[src/rtl/qspi_pkg.sv]
// Shared types and widths for the QSPI fetch scheduler.
//   QSPI_ADDR_W   flash byte-address width
//   QSPI_DATA_W   fetch result width
//   fetch_state_t scheduler FSM state
package qspi_pkg;

  localparam int unsigned QSPI_ADDR_W = 24;
  localparam int unsigned QSPI_DATA_W = 32;

  typedef enum logic [1:0] {
    IDLE,
    PEND,
    WAIT
  } fetch_state_t;

endpackage

[src/rtl/rr_arbiter.sv]
// Combinational round-robin arbiter.
//   i_req  request vector
//   i_ptr  index of the last winner; priority starts at i_ptr+1
//   o_gnt  one-hot grant, all-zero when no request
module rr_arbiter #(
  parameter int unsigned NREQ = 2
) (
  input  logic [NREQ-1:0]         i_req,
  input  logic [$clog2(NREQ)-1:0] i_ptr,
  output logic [NREQ-1:0]         o_gnt
);

  localparam int unsigned IdW = $clog2(NREQ);

  logic [IdW-1:0] w_idx;
  logic           w_found;

  // Walk the ring starting just after the pointer; first requester wins.
  always_comb begin
    o_gnt   = '0;
    w_found = 1'b0;
    w_idx   = '0;
    for (int unsigned i = 1; i <= NREQ; i++) begin
      w_idx = IdW'((32'(i_ptr) + i) % NREQ);
      if (!w_found && i_req[w_idx]) begin
        o_gnt[w_idx] = 1'b1;
        w_found      = 1'b1;
      end
    end
  end

endmodule

[src/rtl/qspi_fetch_scheduler.sv]
// Shares the qspi_top word-fetch path between NREQ requesters. One request
// is latched at a time, issued only while fetch_window is high, and its
// result returned after FETCH_LATENCY cycles. A window drop during the wait
// aborts the attempt; after MAX_RETRIES aborts an error response is sent.
//   clk, rst_n              clock, async active-low reset
//   req, req_addr           per-requester request level and byte address
//   ack                     one-hot capture pulse
//   rsp_valid/id/data/err   response pulse, owner, data, retries-exhausted
//   fetch_window            fetches allowed while high
//   fetch, fetch_addr       fetch pulse and held address to qspi_top
//   fetch_result            data from qspi_top
//   busy                    a request is latched
module qspi_fetch_scheduler
  import qspi_pkg::*;
#(
  parameter int unsigned NREQ          = 2,
  parameter int unsigned FETCH_LATENCY = 24,
  parameter int unsigned MAX_RETRIES   = 3
) (
  input  logic                                clk,
  input  logic                                rst_n,
  input  logic [NREQ-1:0]                     req,
  input  logic [NREQ-1:0][QSPI_ADDR_W-1:0]    req_addr,
  output logic [NREQ-1:0]                     ack,
  output logic                                rsp_valid,
  output logic [$clog2(NREQ)-1:0]             rsp_id,
  output logic [QSPI_DATA_W-1:0]              rsp_data,
  output logic                                rsp_err,
  input  logic                                fetch_window,
  output logic                                fetch,
  output logic [QSPI_ADDR_W-1:0]              fetch_addr,
  input  logic [QSPI_DATA_W-1:0]              fetch_result,
  output logic                                busy
);

  localparam int unsigned IdW  = $clog2(NREQ);
  localparam int unsigned CntW = $clog2(FETCH_LATENCY + 1);
  localparam int unsigned RtyW = $clog2(MAX_RETRIES + 1);

  fetch_state_t r_state, w_state_d;

  logic [IdW-1:0]         r_ptr, w_ptr_d;
  logic [IdW-1:0]         r_rsp_id, w_rsp_id_d;
  logic [CntW-1:0]        r_cnt, w_cnt_d;
  logic [RtyW-1:0]        r_rty, w_rty_d, w_rty_inc;
  logic [NREQ-1:0]        r_ack, w_ack_d;
  logic                   r_fetch, w_fetch_d;
  logic [QSPI_ADDR_W-1:0] r_fetch_addr, w_fetch_addr_d;
  logic                   r_rsp_valid, w_rsp_valid_d;
  logic                   r_rsp_err, w_rsp_err_d;
  logic [QSPI_DATA_W-1:0] r_rsp_data, w_rsp_data_d;

  logic [NREQ-1:0]        w_gnt;
  logic [IdW-1:0]         w_win;

  rr_arbiter #(
    .NREQ (NREQ)
  ) u_arb (
    .i_req (req),
    .i_ptr (r_ptr),
    .o_gnt (w_gnt)
  );

  always_comb begin
    w_win = '0;
    for (int unsigned i = 0; i < NREQ; i++) begin
      if (w_gnt[i]) w_win = IdW'(i);
    end
  end

  always_comb begin
    w_state_d      = r_state;
    w_ptr_d        = r_ptr;
    w_rsp_id_d     = r_rsp_id;
    w_cnt_d        = r_cnt;
    w_rty_d        = r_rty;
    w_ack_d        = '0;
    w_fetch_d      = 1'b0;
    w_fetch_addr_d = r_fetch_addr;
    w_rsp_valid_d  = 1'b0;
    w_rsp_err_d    = 1'b0;
    w_rsp_data_d   = r_rsp_data;
    w_rty_inc      = (r_rty == RtyW'(MAX_RETRIES)) ? r_rty : r_rty + RtyW'(1);

    unique case (r_state)
      IDLE: begin
        if (|req) begin
          w_ack_d        = w_gnt;
          w_ptr_d        = w_win;
          w_rsp_id_d     = w_win;
          w_fetch_addr_d = req_addr[w_win];
          w_rty_d        = '0;
          w_state_d      = PEND;
        end
      end
      PEND: begin
        if (fetch_window) begin
          w_fetch_d = 1'b1;
          w_cnt_d   = CntW'(FETCH_LATENCY);
          w_state_d = WAIT;
        end
      end
      WAIT: begin
        // Hold the count during the fetch pulse so it reaches 1 in exactly
        // the cycle fetch_result becomes valid.
        if (!r_fetch && (r_cnt != '0)) w_cnt_d = r_cnt - CntW'(1);
        if (!fetch_window) begin
          w_rty_d = w_rty_inc;
          if (w_rty_inc == RtyW'(MAX_RETRIES)) begin
            w_rsp_valid_d = 1'b1;
            w_rsp_err_d   = 1'b1;
            w_rsp_data_d  = '0;
            w_state_d     = IDLE;
          end else begin
            w_state_d = PEND;
          end
        end else if (r_cnt == CntW'(1)) begin
          w_rsp_valid_d = 1'b1;
          w_rsp_data_d  = fetch_result;
          w_state_d     = IDLE;
        end
      end
      default: w_state_d = IDLE;
    endcase
  end

  always_ff @(posedge clk or negedge rst_n) begin
    if (!rst_n) begin
      r_state      <= IDLE;
      r_ptr        <= IdW'(NREQ - 1);
      r_rsp_id     <= '0;
      r_cnt        <= '0;
      r_rty        <= '0;
      r_ack        <= '0;
      r_fetch      <= 1'b0;
      r_fetch_addr <= '0;
      r_rsp_valid  <= 1'b0;
      r_rsp_err    <= 1'b0;
      r_rsp_data   <= '0;
    end else begin
      r_state      <= w_state_d;
      r_ptr        <= w_ptr_d;
      r_rsp_id     <= w_rsp_id_d;
      r_cnt        <= w_cnt_d;
      r_rty        <= w_rty_d;
      r_ack        <= w_ack_d;
      r_fetch      <= w_fetch_d;
      r_fetch_addr <= w_fetch_addr_d;
      r_rsp_valid  <= w_rsp_valid_d;
      r_rsp_err    <= w_rsp_err_d;
      r_rsp_data   <= w_rsp_data_d;
    end
  end

  assign ack        = r_ack;
  assign fetch      = r_fetch;
  assign fetch_addr = r_fetch_addr;
  assign rsp_valid  = r_rsp_valid;
  assign rsp_err    = r_rsp_err;
  assign rsp_data   = r_rsp_data;
  assign rsp_id     = r_rsp_id;
  assign busy       = (r_state != IDLE);

endmodule

[config.mk]
export PLATFORM = sky130hd
export DESIGN_NAME = qspi_fetch_scheduler
export DESIGN_NICKNAME = d
export VERILOG_FILES = /design/src/rtl/qspi_pkg.sv /design/src/rtl/rr_arbiter.sv /design/src/rtl/qspi_fetch_scheduler.sv
export SDC_FILE = /design/constraint.sdc
export NUM_CORES = 1
export LEC_CHECK = 0
export CORE_ASPECT_RATIO = 0.6
export CORE_UTILIZATION = 35
export CTS_BUF_LIST = sky130_fd_sc_hd__clkbuf_4 sky130_fd_sc_hd__clkbuf_8 sky130_fd_sc_hd__clkbuf_16
export DETAILED_ROUTE_END_ITERATION = 8
export PLACE_DENSITY = 0.66
export SLEW_MARGIN = 30
export SYNTH_ARGS = -nofsm -noshare
export SYNTH_HDL_FRONTEND = slang
export SYNTH_SLANG_ARGS = --single-unit
[constraint.sdc]
create_clock -name clk -period 3.6 [get_ports clk]
set_input_delay 0.72 -clock clk [delete_from_list [all_inputs] [get_ports clk]]
set_output_delay 0.72 -clock clk [all_outputs]
set_load 0.02 [all_outputs]
**Yosys cells after proc, flatten, opt, wreduce, memory -nomap -nowiden**

Cells that the tools add are included.

- Register bits after elaboration: 72
- Word-level logic and storage cells: 90

- Equal/unequal tests: 11
- $lt $le $gt $ge: 5
- Add/sub/neg operators: 4
- Bitwise gates (word level): 1
- Multiplexer cells: 40
- Reductions and logical operators: 18

Operators by type and width:

| kind | count |
|---|---|
| $mux W32 | 3 |
| $mux W24 | 2 |
| $mux W2 | 11 |
| $mux W1 | 17 |
| $reduce_and A3 Y1 | 4 |
| $mux W5 | 2 |
| $pmux W5 S2 | 1 |
| $ne A2 B2 Y1 const B | 4 |
| $reduce_bool A2 Y1 | 4 |
| $eq A2 B2 Y1 const B | 3 |
| $lt A1 B2 Y1 const B | 3 |
| $pmux W2 S3 | 1 |
| $eq A5 B1 Y1 const B | 1 |
| $reduce_bool A5 Y1 | 1 |
| $sub A5 B1 Y5 const B | 1 |
| $logic_and A1 B1 Y1 | 4 |
| $pmux W2 S2 | 1 |
| $ne A3 B3 Y1 const B | 1 |
| $add A1 B1 Y1 const B | 2 |
| $add A2 B1 Y2 const B | 1 |
| $demux W1 S1 | 2 |
| $eq A2 B1 Y1 const B | 1 |
| $ge A1 B1 Y1 const B | 2 |
| $logic_not A1 Y1 | 2 |
| 5 further kinds | 5 |

**Longest topological paths before layout**

Gate-level depths: netlist (run 1).

- Depth in word-level cells: 11
- Gate-level depth with buffers: 7
- Mapped depth without buffers: 5

**By module**

From an unflattened synthesis (run 1), not the netlist that was laid out.

- Cell total of the unflattened synthesis: 279
- Area, all modules: 3,324.4 um^2

Modules (own cells, without submodules):

| module | instances | area each (um^2) | cells each | seq. area each (um^2) |
|---|---|---|---|---|
| qspi_fetch_scheduler | 1 | 3,305.7 | 276 | 1,803.0 |
| rr_arbiter | 1 | 18.8 | 3 | 0.0 |

**Worst setup path after synthesis (run 1)**

OpenSTA, ideal clock, no wires.

- Path type: input port to flip-flop
- Start: in req[1]
- End: reg r_fetch_addr[12], in the netlist fetch_addr[12]
- Data required time: 3,475 ps
- Stages on the path: 4
- Library setup time: 125 ps
- Path slack: 1,767 ps
- Arrival: 1,708 ps
- Cell sequence: a21boi_4 buf_6 mux2_2 mux2_2

- Longest elaborated chain between the ends: 9

Ends and longest elaborated chain:

| item | RTL line | RTL |
|---|---|---|
| from (decl) | qspi_fetch_scheduler.sv:22 | `input logic [NREQ-1:0] req,` |
| $mux W1 (not written as such) (2 in series) | rr_arbiter.sv:25 | `if (!w_found && i_req[w_idx]) begin` |
| $mux W1 | rr_arbiter.sv:25 |  |
| $logic_not A1 Y1 | rr_arbiter.sv:25 |  |
| $logic_and A1 B1 Y1 | rr_arbiter.sv:25 |  |
| $mux W2 | rr_arbiter.sv:25 |  |
| $mux W1 | qspi_fetch_scheduler.sv:67 | `if (w_gnt[i]) w_win = IdW'(i);` |
| $mux W24 (not written as such) (2 in series) | qspi_fetch_scheduler.sv:91 | `w_fetch_addr_d = req_addr[w_win];` |
| to (signal assigned) | qspi_fetch_scheduler.sv:148 | `r_fetch_addr <= w_fetch_addr_d;` |
| to (decl) | qspi_fetch_scheduler.sv:48 | `logic [QSPI_ADDR_W-1:0] r_fetch_addr, w_fetch_addr_d;` |

Parallel ways exist; a longest one is shown, timed or not. The select of a mux whose other input is x is not followed.
A chain may end at the register's enable or synchronous reset.

**Worst setup path after layout (run 1)**

- Start: reg r_state[1]
- End: out busy

- Longest elaborated chain between the ends: 1

Ends and longest elaborated chain:

| item | RTL line | RTL |
|---|---|---|
| from (decl) | qspi_fetch_scheduler.sv:40 | `fetch_state_t r_state, w_state_d;` |
| from (signal assigned) | qspi_fetch_scheduler.sv:141 | `r_state <= w_state_d;` |
| $reduce_bool A2 Y1 | qspi_fetch_scheduler.sv:162 | `assign busy = (r_state != IDLE);` |
| to (decl) | qspi_fetch_scheduler.sv:33 | `output logic busy` |

No other way between the ends.

==> results of run 1 <==
[report_power, final]
part	total, mW	internal (mW)	switching, mW
combinational	1.21	0.666	0.545
sequential	1.16	1.02	0.138
clock	1.04	0.699	0.340
[metrics by stage]
| step | hold slack, ns | std cells | worst slack (ns) | power, mW |
|---|---|---|---|---|
| after floorplan | 0.4244 | 215 | 1.767 | 1.851 |
| after global placement | 0.4576 | 469 | 1.064 | 2.380 |
| after detailed placement | 0.4644 | 469 | 1.038 | 2.399 |
| after CTS | 0.4774 | 485 | 1.227 | 3.455 |
| after global routing | 0.5101 | 485 | 1.099 | 3.610 |
| final | 0.4432 | 485 | 1.246 | 3.410 |
[final cells by class]
cell class | instances | area, µm²
well taps | 112 | 140.1
clock inverters | 6 | 115.1
repair buffers | 153 | 1511
multi-input cells | 125 | 1182
fillers | 737 | 3571
flip-flops and latches | 72 | 1803
clock buffers | 10 | 239.0
inverters | 7 | 26.28
[registers in the layout, summed over array words and instances, names as in the netlist]
register	count
fetch	1
r_cnt	5
r_state	2
r_ptr	1
r_rty	2
ack	2
fetch_addr	24
rsp_err	1
rsp_id	1
rsp_data	32
rsp_valid	1
[worst reg2reg max path, stage by stage, from the launching register on]
cell and delay (ns):
dfrtp_1 0.39, inv_1 0.08, ha_1 0.15, nor4b_4 0.26, and3_1 0.20, buf_4 0.31, a22o_1 0.21
[final timing paths]
kind	depth (start not counted)	end	slack, ns
max reg2reg	6	rsp_data[29]	1.93
min in group clk	1	rsp_id	0.48
max	3	busy	1.25
min reg2reg	1	rsp_id	0.48
min	1	ack[1]	0.44
max in group asynchronous	2	r_ptr	2.35
[synthesized netlist by cell type (all sizes together) (2+ instances only)]
cell / number / share of area, %
a21oi: 2 / 0.32
a22o: 32 / 9.4
and3: 3 / 0.60
buf: 11 / 3.5
dfrtp: 71 / 57
ha: 2 / 0.80
inv: 7 / 0.84
mux2: 48 / 17
mux2i: 3 / 0.96
nand2: 5 / 0.60
nand2b: 2 / 0.40
nor2: 2 / 0.32
nor2b: 3 / 0.68
nor3: 3 / 0.64
nor4b: 2 / 1.0
o21a: 3 / 0.72
o21ai: 2 / 0.44
o31ai: 2 / 0.48
[routing by layer]
layer | global-route usage, % | part of all wire, % | up-vias | wire [µm]
met5 | 0 | 0 | - | 0
li1 | - | - | 1095 | -
met1 | 20.92 | 45 | 1054 | 3360
met3 | 9.697 | 14 | 10 | 1058
met4 | 6.085 | 1.3 | 0 | 95
met2 | 23.89 | 40 | 112 | 3003
[logic make-up (layout without fill, tap and decap cells)]
family                     Yosys count  in the layout  synth area share (%)
buffers and inverters               18            176                 4.369
AOI/OAI and AO/OA                   46             46                 13.07
and+or+nand+nor                     25             25                 5.451
DFF                                 72             72                 57.76
muxes                               51             51                 18.28
xor gates and xnor gates             1              1                0.2806
adders and majority gates            2              2                0.8015
==> reports/metrics.csv, run 1 <==
metric;value;unit
Layout Skew;0.009838;ns
die width;123.9;µm
Max Clk Rate;0.4248;GHz
maximum vdd drop;0.0003400;V
Async SR Flop Fraction;100.0;%
CTS H-tree lvls;3;
CTS Hold Buffers Added;0;
CP Buf/Inv Count;2;
status;completed;
syn_nets;302;
CTS tree;done;
Power Density;679.6;mW/mm²
vias in the first global route;2321;
port bufs;147;
core area;0.008588;mm²
number of routed nets with antenna violations;0;
clock-pin slew on the worst setup and hold paths;0.06;ns
Final HPWL DP;5327;µm
type of origin of the critical path;flop;
R2R Path Start;r_cnt[1];
drt initial violations;71;
commonest non-fill, non-tap cells in the layout;146 x clkdlybuf4s50_1, 71 x dfrtp_1, 43 x mux2_2;
Setup crit end kind;output port;
Critical path origin;r_state[1];
die footprint;0.009314;mm²
period utilization;65.39;%
commonest non-fill, non-tap cell in the layout;clkdlybuf4s50_1;
Lkg Pwr;2.155;nW
starting utilization of the core area;36.35;%
Layout Utilization;58.42;%
fin nets;455;
min cycle time layout;2.354;ns
grt total ovfl;0;
Worst-Margin Slew;0.7288;ns
post-synthesis cell area;0.003122;mm²
wirelength, routed;7518;µm
CP max stage cell;clkdlybuf4s50_1;
# DRC;0;
num ports;148;
CP delay by family, top;buffers and inverters;
register area share after synthesis;57.76;%
crit path kind;reg -> out;
Cell Chain, Critical Path;nor2_2, inv_1, clkdlybuf4s50_1;
Avg WL per Cell;15.50;µm
Netlist cell types;39;
WP data arrival;1.63;ns
Mean Syn Cell Area;14.52;µm²
Slew HR;51.42;%
Main synth FF type;dfrtp_1;
Skew-Pair Late Insertion Delay;0.33;ns
Final Wtd Congestion;0.7361;
dpl cell area;0.004663;mm²
Crit path largest cell delay;0.53;ns
initial antenna violation count;0;
setup total negative slack;0;ns
peak fanout along the critical path;6;
CTS resizes;0;
Ys Warns;0;
synthesized instance count;215;
Die Span Y;75.16;µm
setup bufs post-CTS;0;
routed vias;2271;
post-synthesis register bit count;72;
clock sink total;72;
Num CTS Buffers;9;
# rows;26;
design area;0.005017;mm²
Final Slew Violations;0;
final hold vios;0;
final setup vio count;0;
detailed-router iteration count before antenna repair;4;
global-route wire length before repair;11360;µm
share of cells above drive strength 1;23.06;%
number of flops mapped to enable cells by yosys;0;
P&R area growth vs syn;60.72;%
Clock Path Buffers;2;
Root Buffer;clkbuf_16;
largest net degree at the start of global routing;34;
n_diodes;0;
Total Routing Usage GR;16.69;%
Max-cap violations;0;
RSZ-0062 raised after global routing;no;
Critical Path RT;2.88;ns
vias per cell;4.682;
Hold WC Path Type;in -> async;
Power figures use the tool's default switching activity.
==> inputs of run 2 (changes only) <==
--- a/config.mk
+++ b/config.mk
@@ -9,7 +9,7 @@
 export CORE_UTILIZATION = 35
 export CTS_BUF_LIST = sky130_fd_sc_hd__clkbuf_4 sky130_fd_sc_hd__clkbuf_8 sky130_fd_sc_hd__clkbuf_16
 export DETAILED_ROUTE_END_ITERATION = 8
-export PLACE_DENSITY = 0.66
+export PLACE_DENSITY = 0.69
 export SLEW_MARGIN = 30
 export SYNTH_ARGS = -nofsm -noshare
 export SYNTH_HDL_FRONTEND = slang
==> constraint.sdc (replaced) <==
create_clock -name clk -period 2.1 [get_ports clk]
set_input_delay 0.42 -clock clk [delete_from_list [all_inputs] [get_ports clk]]
set_output_delay 0.42 -clock clk [all_outputs]
set_load 0.02 [all_outputs]
==> reports/metrics.csv, run 2 (synthesized netlist as in run 1, its figures left out) <==
metric;value;unit;change
status;completed;;unchanged
n_diodes;0;;unchanged
Lkg Pwr;2.203;nW;was 2.155 nW
vias in the first global route;2183;;was 2321
Die Span Y;75.16;µm;unchanged
wirelength, routed;7458;µm;was 7518 µm
R2R Path Start;r_cnt[1];;unchanged
WP data arrival;1.51;ns;was 1.63 ns
Skew-Pair Late Insertion Delay;0.33;ns;about the same
Max-cap violations;0;;unchanged
largest net degree at the start of global routing;73;;was 34
P&R area growth vs syn;63.89;%;was 60.72%
# DRC;0;;unchanged
crit path kind;reg -> out;;unchanged
Crit path largest cell delay;0.62;ns;was 0.53 ns
CTS tree;done;;unchanged
number of routed nets with antenna violations;0;;unchanged
reg2reg path depth;6;;unchanged
CP delay by family, top;buffers and inverters;;unchanged
Avg WL per Cell;15.28;µm;was 15.50 µm
Setup crit end kind;output port;;unchanged
Root Buffer;clkbuf_16;;unchanged
routed vias;2310;;was 2271
Critical Path RT;1.68;ns;was 2.88 ns
setup bufs post-CTS;0;;unchanged
CTS resizes;0;;unchanged
Layout Utilization;59.57;%;was 58.42%
Num CTS Buffers;9;;unchanged
Clock Path Buffers;2;;unchanged
grt total ovfl;0;;unchanged
dpl cell area;0.004748;mm²;was 0.004663 mm²
peak fanout along the critical path;6;;unchanged
Hold WC Path Type;in -> async;;unchanged
RSZ-0062 raised after global routing;no;;unchanged
vias per cell;4.734;;was 4.682
Max Clk Rate;0.5178;GHz;
Largest register FFs;32;;unchanged
CTS Hold Buffers Added;0;;unchanged
reg2reg setup slack;0.54;ns;was 1.93 ns
Final Wtd Congestion;0.7461;;was 0.7361
period utilization;91.96;%;
setup total negative slack;0;ns;unchanged
CP Buf/Inv Count;2;;unchanged
design area;0.005116;mm²;was 0.005017 mm²
Power Density;1176;mW/mm²;was 679.6 mW/mm²
fin nets;458;;was 455
CP max stage cell;clkdlybuf4s50_1;;unchanged
core area;0.008588;mm²;unchanged
detailed-router iteration count before antenna repair;4;;unchanged
drt initial violations;71;;unchanged
worst r2r dst;rsp_data[23];;was rsp_data[29]
Cell Chain, Critical Path;nor2_2, inv_1, clkdlybuf4s50_1;;unchanged
Total Routing Usage GR;15.89;%;was 16.69%
clock-pin slew on the worst setup and hold paths;0.06;ns;about the same
# rows;26;;unchanged
final hold vios;0;;unchanged
type of origin of the critical path;flop;;unchanged
starting utilization of the core area;36.35;%;unchanged
initial antenna violation count;0;;unchanged
Critical path origin;r_state[0];;was r_state[1]
commonest non-fill, non-tap cell in the layout;clkdlybuf4s50_1;;unchanged
Slew HR;66.06;%;was 51.42%
die footprint;0.009314;mm²;unchanged
Layout Skew;0.006288;ns;was 0.009838 ns
port bufs;147;;unchanged
die width;123.9;µm;unchanged
min cycle time layout;1.931;ns;
global-route wire length before repair;10900;µm;was 11360 µm
final setup vio count;0;;unchanged
share of cells above drive strength 1;23.67;%;was 23.06%
maximum vdd drop;0.0004177;V;was 0.0003400 V
commonest non-fill, non-tap cells in the layout;146 x clkdlybuf4s50_1, 71 x dfrtp_1, 43 x mux2_2;;unchanged
Worst-Margin Slew;0.5020;ns;was 0.7288 ns
CTS H-tree lvls;3;;unchanged
num ports;148;;unchanged
Final Slew Violations;0;;unchanged
clock sink total;72;;unchanged
Final HPWL DP;5143;µm;was 5327 µm
[run 2: cell types whose count changed in the layout (fill, tap and decap cells not counted)]
cell | before | now
buf_12 | 0 | 5
buf_4 | 6 | 4
bufinv_16 | 3 | 4
clkbuf_8 | 1 | 0
clkinv_2 | 0 | 1
clkinvlp_4 | 1 | 0
[run 2: power breakdown]
part | internal, mW | switching [mW] | leakage [nW]
Sequential | 1.75 | 0.245 | 0.929
Combinational | 1.21 | 0.948 | 1.09
Clock | 1.28 | 0.580 | 0.180
Total | 4.24 | 1.77 | 2.20
[run 2: metrics by stage]
step / cells / worst slack, ns / hold WS (ns) / total power, mW
after floorplan: 215 / 0.5669 / 0.1244 / 3.172
after global placement: 472 / 0.06350 / 0.4603 / 4.149
after detailed placement: 472 / 0.02715 / 0.4682 / 4.200
after CTS: 488 / 0.1606 / 0.1194 / 6.094
after global routing: 488 / 0.08808 / 0.1323 / 6.338
final: 488 / 0.1688 / 0.07907 / 6.017
[run 2: how the worst max path moves through the flow]
stage / endpoint / slack (ns) / cells after the start
2_1_floorplan: fetch_addr[12] / 0.57 / 4
3_3_place_gp: fetch_addr[4] / 0.06 / 5
3_5_place_dp: fetch_addr[9] / 0.03 / 5
4_1_cts: busy / 0.16 / 3
5_1_grt: busy / 0.09 / 3
6_report: busy / 0.17 / 3
[run 2: metal layers]
| metal | GRT usage [%] | part of all wire, % | vias up | wire length [µm] |
|---|---|---|---|---|
| li1 | - | - | 1111 | - |
| met1 | 21.91 | 47 | 1080 | 3509 |
| met2 | 21.05 | 39 | 111 | 2930 |
| met3 | 8.333 | 12 | 8 | 930 |
| met4 | 5.556 | 1.2 | 0 | 87 |
| met5 | 0 | 0 | - | 0 |
[run 2: cell type report]
cell class / count / area (µm²)
Fill cell: 711 / 3472
Sequential cell: 72 / 1803
Timing Repair Buffer: 156 / 1597
Multi-Input combinational cell: 125 / 1182
Clock buffer: 9 / 225.2
Clock inverter: 7 / 142.6
Tap cell: 112 / 140.1
Inverter: 7 / 26.28
==> inputs of run 3 (changes only) <==
--- a/config.mk
+++ b/config.mk
@@ -6,6 +6,7 @@
 export NUM_CORES = 1
 export LEC_CHECK = 0
 export CORE_ASPECT_RATIO = 0.6
+export CORE_MARGIN = 2
 export CORE_UTILIZATION = 35
 export CTS_BUF_LIST = sky130_fd_sc_hd__clkbuf_4 sky130_fd_sc_hd__clkbuf_8 sky130_fd_sc_hd__clkbuf_16
 export DETAILED_ROUTE_END_ITERATION = 8
==> reports/metrics.csv, run 3 (synthesized netlist as in run 1, its figures left out) <==
metric;value;unit;change
Setup WS pre-CTS;0.02256;ns;was 0.02715 ns
CP delay by family, top;buffers and inverters;;unchanged
type of origin of the critical path;flop;;unchanged
CTS tree;done;;unchanged
commonest non-fill, non-tap cell in the layout;clkdlybuf4s50_1;;unchanged
global-route wire length before repair;12710;µm;was 10900 µm
Final Wtd Congestion;0.7960;;was 0.7461
Lkg Pwr;2.189;nW;was 2.203 nW
final setup vio count;0;;unchanged
initial antenna violation count;0;;unchanged
die footprint;0.009716;mm²;was 0.009314 mm²
n_diodes;0;;unchanged
Crit path largest cell delay;0.53;ns;was 0.62 ns
wirelength, routed;7732;µm;was 7458 µm
period utilization;93.93;%;was 91.96%
Layout Utilization;59.18;%;was 59.57%
Layout Skew;0.006179;ns;was 0.006288 ns
drt initial violations;53;;was 71
largest net degree at the start of global routing;48;;was 73
fin nets;459;;was 458
num ports;148;;unchanged
maximum vdd drop;0.0004230;V;was 0.0004177 V
CP Buf/Inv Count;2;;unchanged
WP data arrival;1.55;ns;was 1.51 ns
Hold WS;0.4832;ns;was 0.07907 ns
Slew HR;64.58;%;was 66.06%
detailed-router iteration count before antenna repair;5;;was 4
# rows;26;;unchanged
min cycle time layout;1.973;ns;was 1.931 ns
number of routed nets with antenna violations;0;;unchanged
Clock Path Buffers;2;;unchanged
final worst slack;0.1275;ns;was 0.1688 ns
Final Slew Violations;0;;unchanged
total power;5.748;mW;was 6.017 mW
P&R area growth vs syn;62.81;%;was 63.89%
Skew-Pair Late Insertion Delay;0.33;ns;about the same
vias per cell;4.746;;was 4.734
Max Clk Rate;0.5070;GHz;was 0.5178 GHz
status;completed;;unchanged
Critical Path RT;1.68;ns;about the same
Root Buffer;clkbuf_16;;unchanged
Total Routing Usage GR;16.84;%;was 15.89%
Num CTS Buffers;9;;unchanged
dpl cells;472;;unchanged
Max-cap violations;0;;unchanged
vias in the first global route;2501;;was 2183
grt total ovfl;0;;unchanged
setup total negative slack;0;ns;unchanged
CP max stage cell;clkdlybuf4s50_1;;unchanged
core area;0.008588;mm²;unchanged
Worst-Margin Slew;0.5239;ns;was 0.5020 ns
die width;125.9;µm;was 123.9 µm
Power Density;1131;mW/mm²;was 1176 mW/mm²
RSZ-0062 raised after global routing;no;;unchanged
final hold vios;0;;unchanged
clock sink total;72;;unchanged
Setup crit end kind;output port;;unchanged
peak fanout along the critical path;6;;unchanged
fillers;741;;was 711
crit path kind;reg -> out;;unchanged
commonest non-fill, non-tap cells in the layout;146 x clkdlybuf4s50_1, 71 x dfrtp_1, 43 x mux2_2;;unchanged
routed vias;2321;;was 2310
CTS H-tree lvls;3;;unchanged
non-filler cells in the finished layout;489;;was 488
clock-pin slew on the worst setup and hold paths;0.05;ns;was 0.06 ns
port bufs;147;;unchanged
design area;0.005082;mm²;was 0.005116 mm²
Hold WC Path Type;reg -> reg;;was in -> async
starting utilization of the core area;36.35;%;unchanged
share of cells above drive strength 1;23.61;%;was 23.67%
dpl cell area;0.004751;mm²;was 0.004748 mm²
Final HPWL DP;5630;µm;was 5143 µm
# DRC;0;;unchanged
Cell Chain, Critical Path;nor2_4, inv_1, clkdlybuf4s50_1;;was nor2_2, inv_1, clkdlybuf4s50_1
Avg WL per Cell;15.81;µm;was 15.28 µm
Largest register FFs;32;;unchanged
Die Span Y;77.16;µm;was 75.16 µm
## run 3: changes by cell type in the layout (fill, tap and decap cells not counted)
cell / delta
buf_2: -1
buf_4: +1
bufinv_16: -2
clkbuf_4: +1
clkinv_2: +2
dlygate4sd3_1: +1
inv_6: -1
nor2_2: -1
nor2_4: +1
## run 3: power by group
| group | switching (mW) | internal (mW) | total, mW |
|---|---|---|---|
| clock network | 0.556 | 1.05 | 1.60 |
| logic | 0.938 | 1.20 | 2.14 |
| registers | 0.250 | 1.75 | 2.00 |
| total | 1.74 | 4.00 | 5.75 |
## run 3: routing by layer
layer	vias up	track usage [%]	wire length (µm)
li1	1103	-	-
met1	1091	22.16	3538
met2	118	24.30	3267
met3	9	8.374	834
met4	0	5.275	91
met5	-	0	0
## run 3: worst paths after layout
path,start,endpoint,slack [ns],cells past startpoint
worst min-delay path,rsp_id,rsp_id,0.48,1
worst max-delay path,r_state[1],busy,0.13,3
worst min register to register,rsp_id,rsp_id,0.48,1
max in group asynchronous,rst_n,r_ptr,0.94,3
worst max register to register,r_cnt[1],rsp_data[13],0.52,6
min in group asynchronous,rst_n,rsp_data[19],0.54,2
## run 3: timing repair
item	CTS	global route
resized for setup	0	1
setup endpoints to repair	0	1
hold buffers	1	0
hold endpoints to repair	25	0
buffers inserted	0	0
## run 3: layout make-up
cell class / count / area [µm²] / area share (%)
tap: 112 / 140.1 / 2.757
sequential: 72 / 1803 / 35.48
clock buffer: 10 / 232.7 / 4.579
multi-input combinational: 125 / 1187 / 23.36
inverter: 7 / 26.28 / 0.5170
timing repair buffer: 157 / 1609 / 31.66
clock inverter: 6 / 83.83 / 1.649
==> RTL edit 1, RTL diff (settings of run 2) <==
Encoding of `fetch_state_t`: now one-hot (3 bits for 3 states).
--- a/src/rtl/qspi_pkg.sv
+++ b/src/rtl/qspi_pkg.sv
@@ -9,6 +9,6 @@
 
-  typedef enum logic [1:0] {
-    IDLE,
-    PEND,
-    WAIT
+  typedef enum logic [2:0] {
+    IDLE = 3'b001,
+    PEND = 3'b010,
+    WAIT = 3'b100
   } fetch_state_t;
Formal check against the unedited RTL: same outputs for any inputs over 4 cycles, from zero or initial values and one cycle with rst_n low; so few cycles prove little.
==> RTL edit 1 against run 2 <==
Sequential power up 26%. Non-clock buffer count up 7. Cell count up 20%. Critical endpoint is now rsp_data[5]. Highest routed layer unchanged. Routed wire length up 14%. Total power up 26%. Combinational power up 63%. Register-to-register slack worse by 0.42 ns. Clock skew up 0.00052 ns. Clock power down 17%. Final area up 6.6%. Worst setup slack worse by 0.048 ns. Worst hold slack better by 0.021 ns. Synthesized area up 9.9%. Sequential cell count up 1.
==> RTL edit 1: results (changes against run 2) <==
- Run status: complete, no violations
- IR drop worst, VDD: 0.680 mV (+63%)
* Vias in the first global route: 2801 (+28%)
* DP HPWL: 6.15 mm (+19%)
* Layout non-clock buf frac: 0.301 (-0.0113)
- Wire length of the first global-routing pass: 13.9 mm (+27%)
- The area share of fa/ha/maj cells after synthesis is 0.00729 (-0.000722).
- The detailed-routing wirelength on met1 came to 4.17 mm (+19%).
- Share of cells above drive strength 1: 0.193 (-0.0433)
- The via total after detailed routing is 2650 (+15%).
- Width of the chip: 130 um (+4.8%)
- The worst-case clock skew is 0.00681 ns (+0.000521 ns).
- Number of distinct library cells after synthesis: 36 (-7.7%)
* Critical path arrival: 2.22 ns (+0.71 ns)
- Register cell area after layout: 1830 sq um (+1.5%)
- Most used standard cells in the synthesized netlist: 71 x sky130_fd_sc_hd__dfrtp_1, 48 x sky130_fd_sc_hd__mux2_2, 39 x sky130_fd_sc_hd__inv_1
- The post-synthesis net count came to 377 (+25%).
- The pin count of the biggest net entering global routing came to 74 (+1.4%).
* Share of synthesized area occupied by flip-flops and latches: 0.533 (-0.0444)
* Ranking of synthesized cells by area: sky130_fd_sc_hd__dfrtp_1 52%, sky130_fd_sc_hd__mux2_2 16%, sky130_fd_sc_hd__mux2i_1 9.9%
- First DRT Iteration DRCs: 95 (+34%)
- Met2 usage: 0.262 (+0.0515)
- The overall routing resource usage is 0.179 (+0.0201).
* Total cell area at the placement stage: 5120 sq um (+7.8%)
- The post-placement worst setup slack came to -0.106 ns (-0.133 ns).
- The post-cts resize count came to 1 (+1).
- Share of cell area taken by muxes after synthesis: 0.257 (+0.0740)
- Clock-cell share of area: 0.0560 (-0.0159)
## RTL edit 1: changes by cell type in the layout (fill, tap and decap cells not counted), sizes merged, moves of 5 or more
cell	change
nor2	+5
mux2i	+31
nand2	+31
a22o	-31
inv	+31
buf	+6
## RTL edit 1: worst paths after layout
check                              start  depth (start not counted)  slack [ns]            end
min reg2reg                fetch_addr[6]                          1        0.50  fetch_addr[6]
max                             r_cnt[1]                          7        0.12    rsp_data[5]
max reg2reg                     r_cnt[1]                          7        0.12    rsp_data[5]
max in group asynchronous          rst_n                          2        1.63          r_ptr
min                                rst_n                          2        0.10   rsp_data[10]
min in group clk           fetch_addr[6]                          1        0.50  fetch_addr[6]
## RTL edit 1: critical path: stages (launching register included)
cell                       delay (ns)
sky130_fd_sc_hd__dfrtp_1         0.39
sky130_fd_sc_hd__inv_1           0.08
sky130_fd_sc_hd__ha_1            0.14
sky130_fd_sc_hd__or4b_4          0.49
sky130_fd_sc_hd__a211oi_4        0.20
sky130_fd_sc_hd__buf_4           0.18
sky130_fd_sc_hd__buf_4           0.18
sky130_fd_sc_hd__mux2i_1         0.23
## RTL edit 1: per-stage QoR
stage                util  instances  setup TNS (ns)
global route        0.583        585               0
detailed placement  0.547        568           -2.11
CTS                 0.579        583               0
floorplan               -        290               0
global placement    0.547        568           -1.34
finish              0.583        585               0
## RTL edit 1: power breakdown
group | internal [mW] | leakage (nW) | total, mW | switching [mW]
registers | 2.09 | 0.862 | 2.51 | 0.421
clock network | 0.977 | 0.140 | 1.55 | 0.569
logic | 1.85 | 1.33 | 3.52 | 1.67
total | 4.92 | 2.33 | 7.57 | 2.66
==> RTL edit 2, RTL diff (config.mk and constraints of run 2) <==
Without the edit above. The package constant `QSPI_DATA_W` goes from 32 to 64.
--- a/src/rtl/qspi_pkg.sv
+++ b/src/rtl/qspi_pkg.sv
@@ -7,3 +7,3 @@
   localparam int unsigned QSPI_ADDR_W = 24;
-  localparam int unsigned QSPI_DATA_W = 32;
+  localparam int unsigned QSPI_DATA_W = 64;
 
Interface: changed (resized fetch_result and rsp_data); port bits go from 148 to 212. No check against the original RTL was run, so the function may have changed too.
==> RTL edit 2 against run 2 <==
Sequential cell count increased by 32. Final area grew 60%. Worst setup slack improved by 0.0027 ns. Synthesized area is 77% higher. Total power increased by 52%. Routed wire length up 97%. Sequential share of layout area down 3.5 points. Count of clock-buffer cells in the layout is the same. Critical path depth rose by 3.
==> RTL edit 2: results (changes against run 2) <==
- Critical path arrival: 2.16 ns (+0.65 ns)
* Number of distinct library cells after synthesis: 36 (-7.7%)
- Total global routing track utilization: 0.179 (+0.0205)
- The highest net fanout along the worst path was 53 (+47).
- The count of mapped cells out of synthesis was 435 (+100%).
- # placed instances: 826 (+75%)
- The setup slack of the worst register-to-register path came to 0.17 ns (-0.37 ns).
- Number of search-and-repair iterations in the first detailed-routing pass: 4 (unchanged)
* Clk Tree Root Cell: sky130_fd_sc_hd__clkbuf_16
- The worst slew margin relative to its limit was 0.590 (-0.0707).
- First DRT Iteration DRCs: 218 (+210%)
* Total cell area at the placement stage: 7890 sq um (+66%)
- The placer congestion estimate is 0.713 (-4.5%).
- DP HPWL: 9.95 mm (+94%)
- Share of cells above drive strength 1: 0.214 (-0.0223)
- Via count: 4291 (+86%)
- Ys async rst share: 1.00 (unchanged)
- Ranking of synthesized cells by area: sky130_fd_sc_hd__dfrtp_1 47%, sky130_fd_sc_hd__mux2_2 19%, sky130_fd_sc_hd__a22o_1 10%
* Run status: complete, no violations
- The wire length of the first global-routing pass was 23.3 mm (+110%).
- The pin count of the biggest net entering global routing is 105 (+44%).
- The power in combinational cells came to 4.23 mW (+96%).
- Worst flop-to-flop path endpoint: rsp_data[45]
- Total power: 9.12 mW (+52%)
* Vias in the first global route: 4424 (+100%)
- Synthesized net count: 554 (+83%)
- STA classifies the critical path endpoint as a flip-flop.
* Clock transition at the registers of the reported paths: 0.08 ns (+0.02 ns)
- Static leakage: 3.25 nW (+47%)
* Max reg flops: 64 (+100%)
- Most used standard cells in the synthesized netlist: 103 x sky130_fd_sc_hd__dfrtp_1, 92 x sky130_fd_sc_hd__mux2_2, 64 x sky130_fd_sc_hd__a22o_1, 64 x sky130_fd_sc_hd__and3b_1, 20 x sky130_fd_sc_hd__mux2_1
- The post-detailed-route wirelength per cell was 17.4 um (+14%).
* Number of I/O port buffers: 211 (+44%)
* Share of synthesized area occupied by flip-flops and latches: 0.470 (-0.107)
- The worst-case clock skew was 0.0123 ns (+0.00606 ns).
- Net switching share of the total power: 0.345 (+0.0503)
- IR drop worst, VDD: 0.658 mV (+57%)
- Beginning of the critical path: r_cnt[1]
- Post-detailed-route via-to-cell ratio: 5.10 (+7.7%)
- The clock network fraction of design power was 0.201 (-0.109).
* Final Net Count: 753 (+64%)
RTL edit 2: changes by cell type after synthesis, sizes merged, moves of 2 or more:
cell,change
nor3,-3
and3b,+64
a22o,+32
buf,+13
nor2,+2
nor2b,-3
and3,-3
or3,+3
mux2,+64
clkbuf,+17
dfrtp,+32
RTL edit 2: through the flow:
step | hold slack (ns) | setup WS, ns
after floorplan | 0.124 | 0.364
after global placement | 0.461 | 0.0698
after detailed placement | 0.465 | 0.0276
after CTS | 0.163 | 0.156
after global routing | 0.146 | 0.0706
final | 0.0817 | 0.172
RTL edit 2: per-layer routing:
| layer | GRT usage | vias to the layer above | routed length, um |
|---|---|---|---|
| met5 | 0 | - | 0 |
| met4 | 0.0303 | 0 | 106 |
| met3 | 0.0317 | 11 | 642 |
| met2 | 0.292 | 120 | 6900 |
| met1 | 0.253 | 2132 | 7020 |
| li1 | - | 2028 | - |
RTL edit 2: area by class of cell:
class,instances,area (sq um)
clock buffers,9,225
clock inverters,7,98.8
fillers,1315,7210
inverters,6,22.5
multi-input cells,284,2710
flip-flops and latches,104,2610
well taps,203,254
repair buffers,229,2290
RTL edit 2: critical path, stage by stage (launching register included):
cell and delay (ns):
sky130_fd_sc_hd__dfrtp_1 0.39, sky130_fd_sc_hd__inv_1 0.08, sky130_fd_sc_hd__ha_1 0.15, sky130_fd_sc_hd__nor4b_4 0.26, sky130_fd_sc_hd__buf_12 0.31, sky130_fd_sc_hd__mux2_2 0.38
sky130_fd_sc_hd__a22o_1 0.18
RTL edit 2: cells by family after synthesis:
| kind of cell | synth area share |
|---|---|
| flops | 0.470 |
| compound gates | 0.120 |
| mux | 0.235 |
| fa+ha+maj | 0.00452 |
| buf+inv | 0.0422 |
| simple gates | 0.128 |
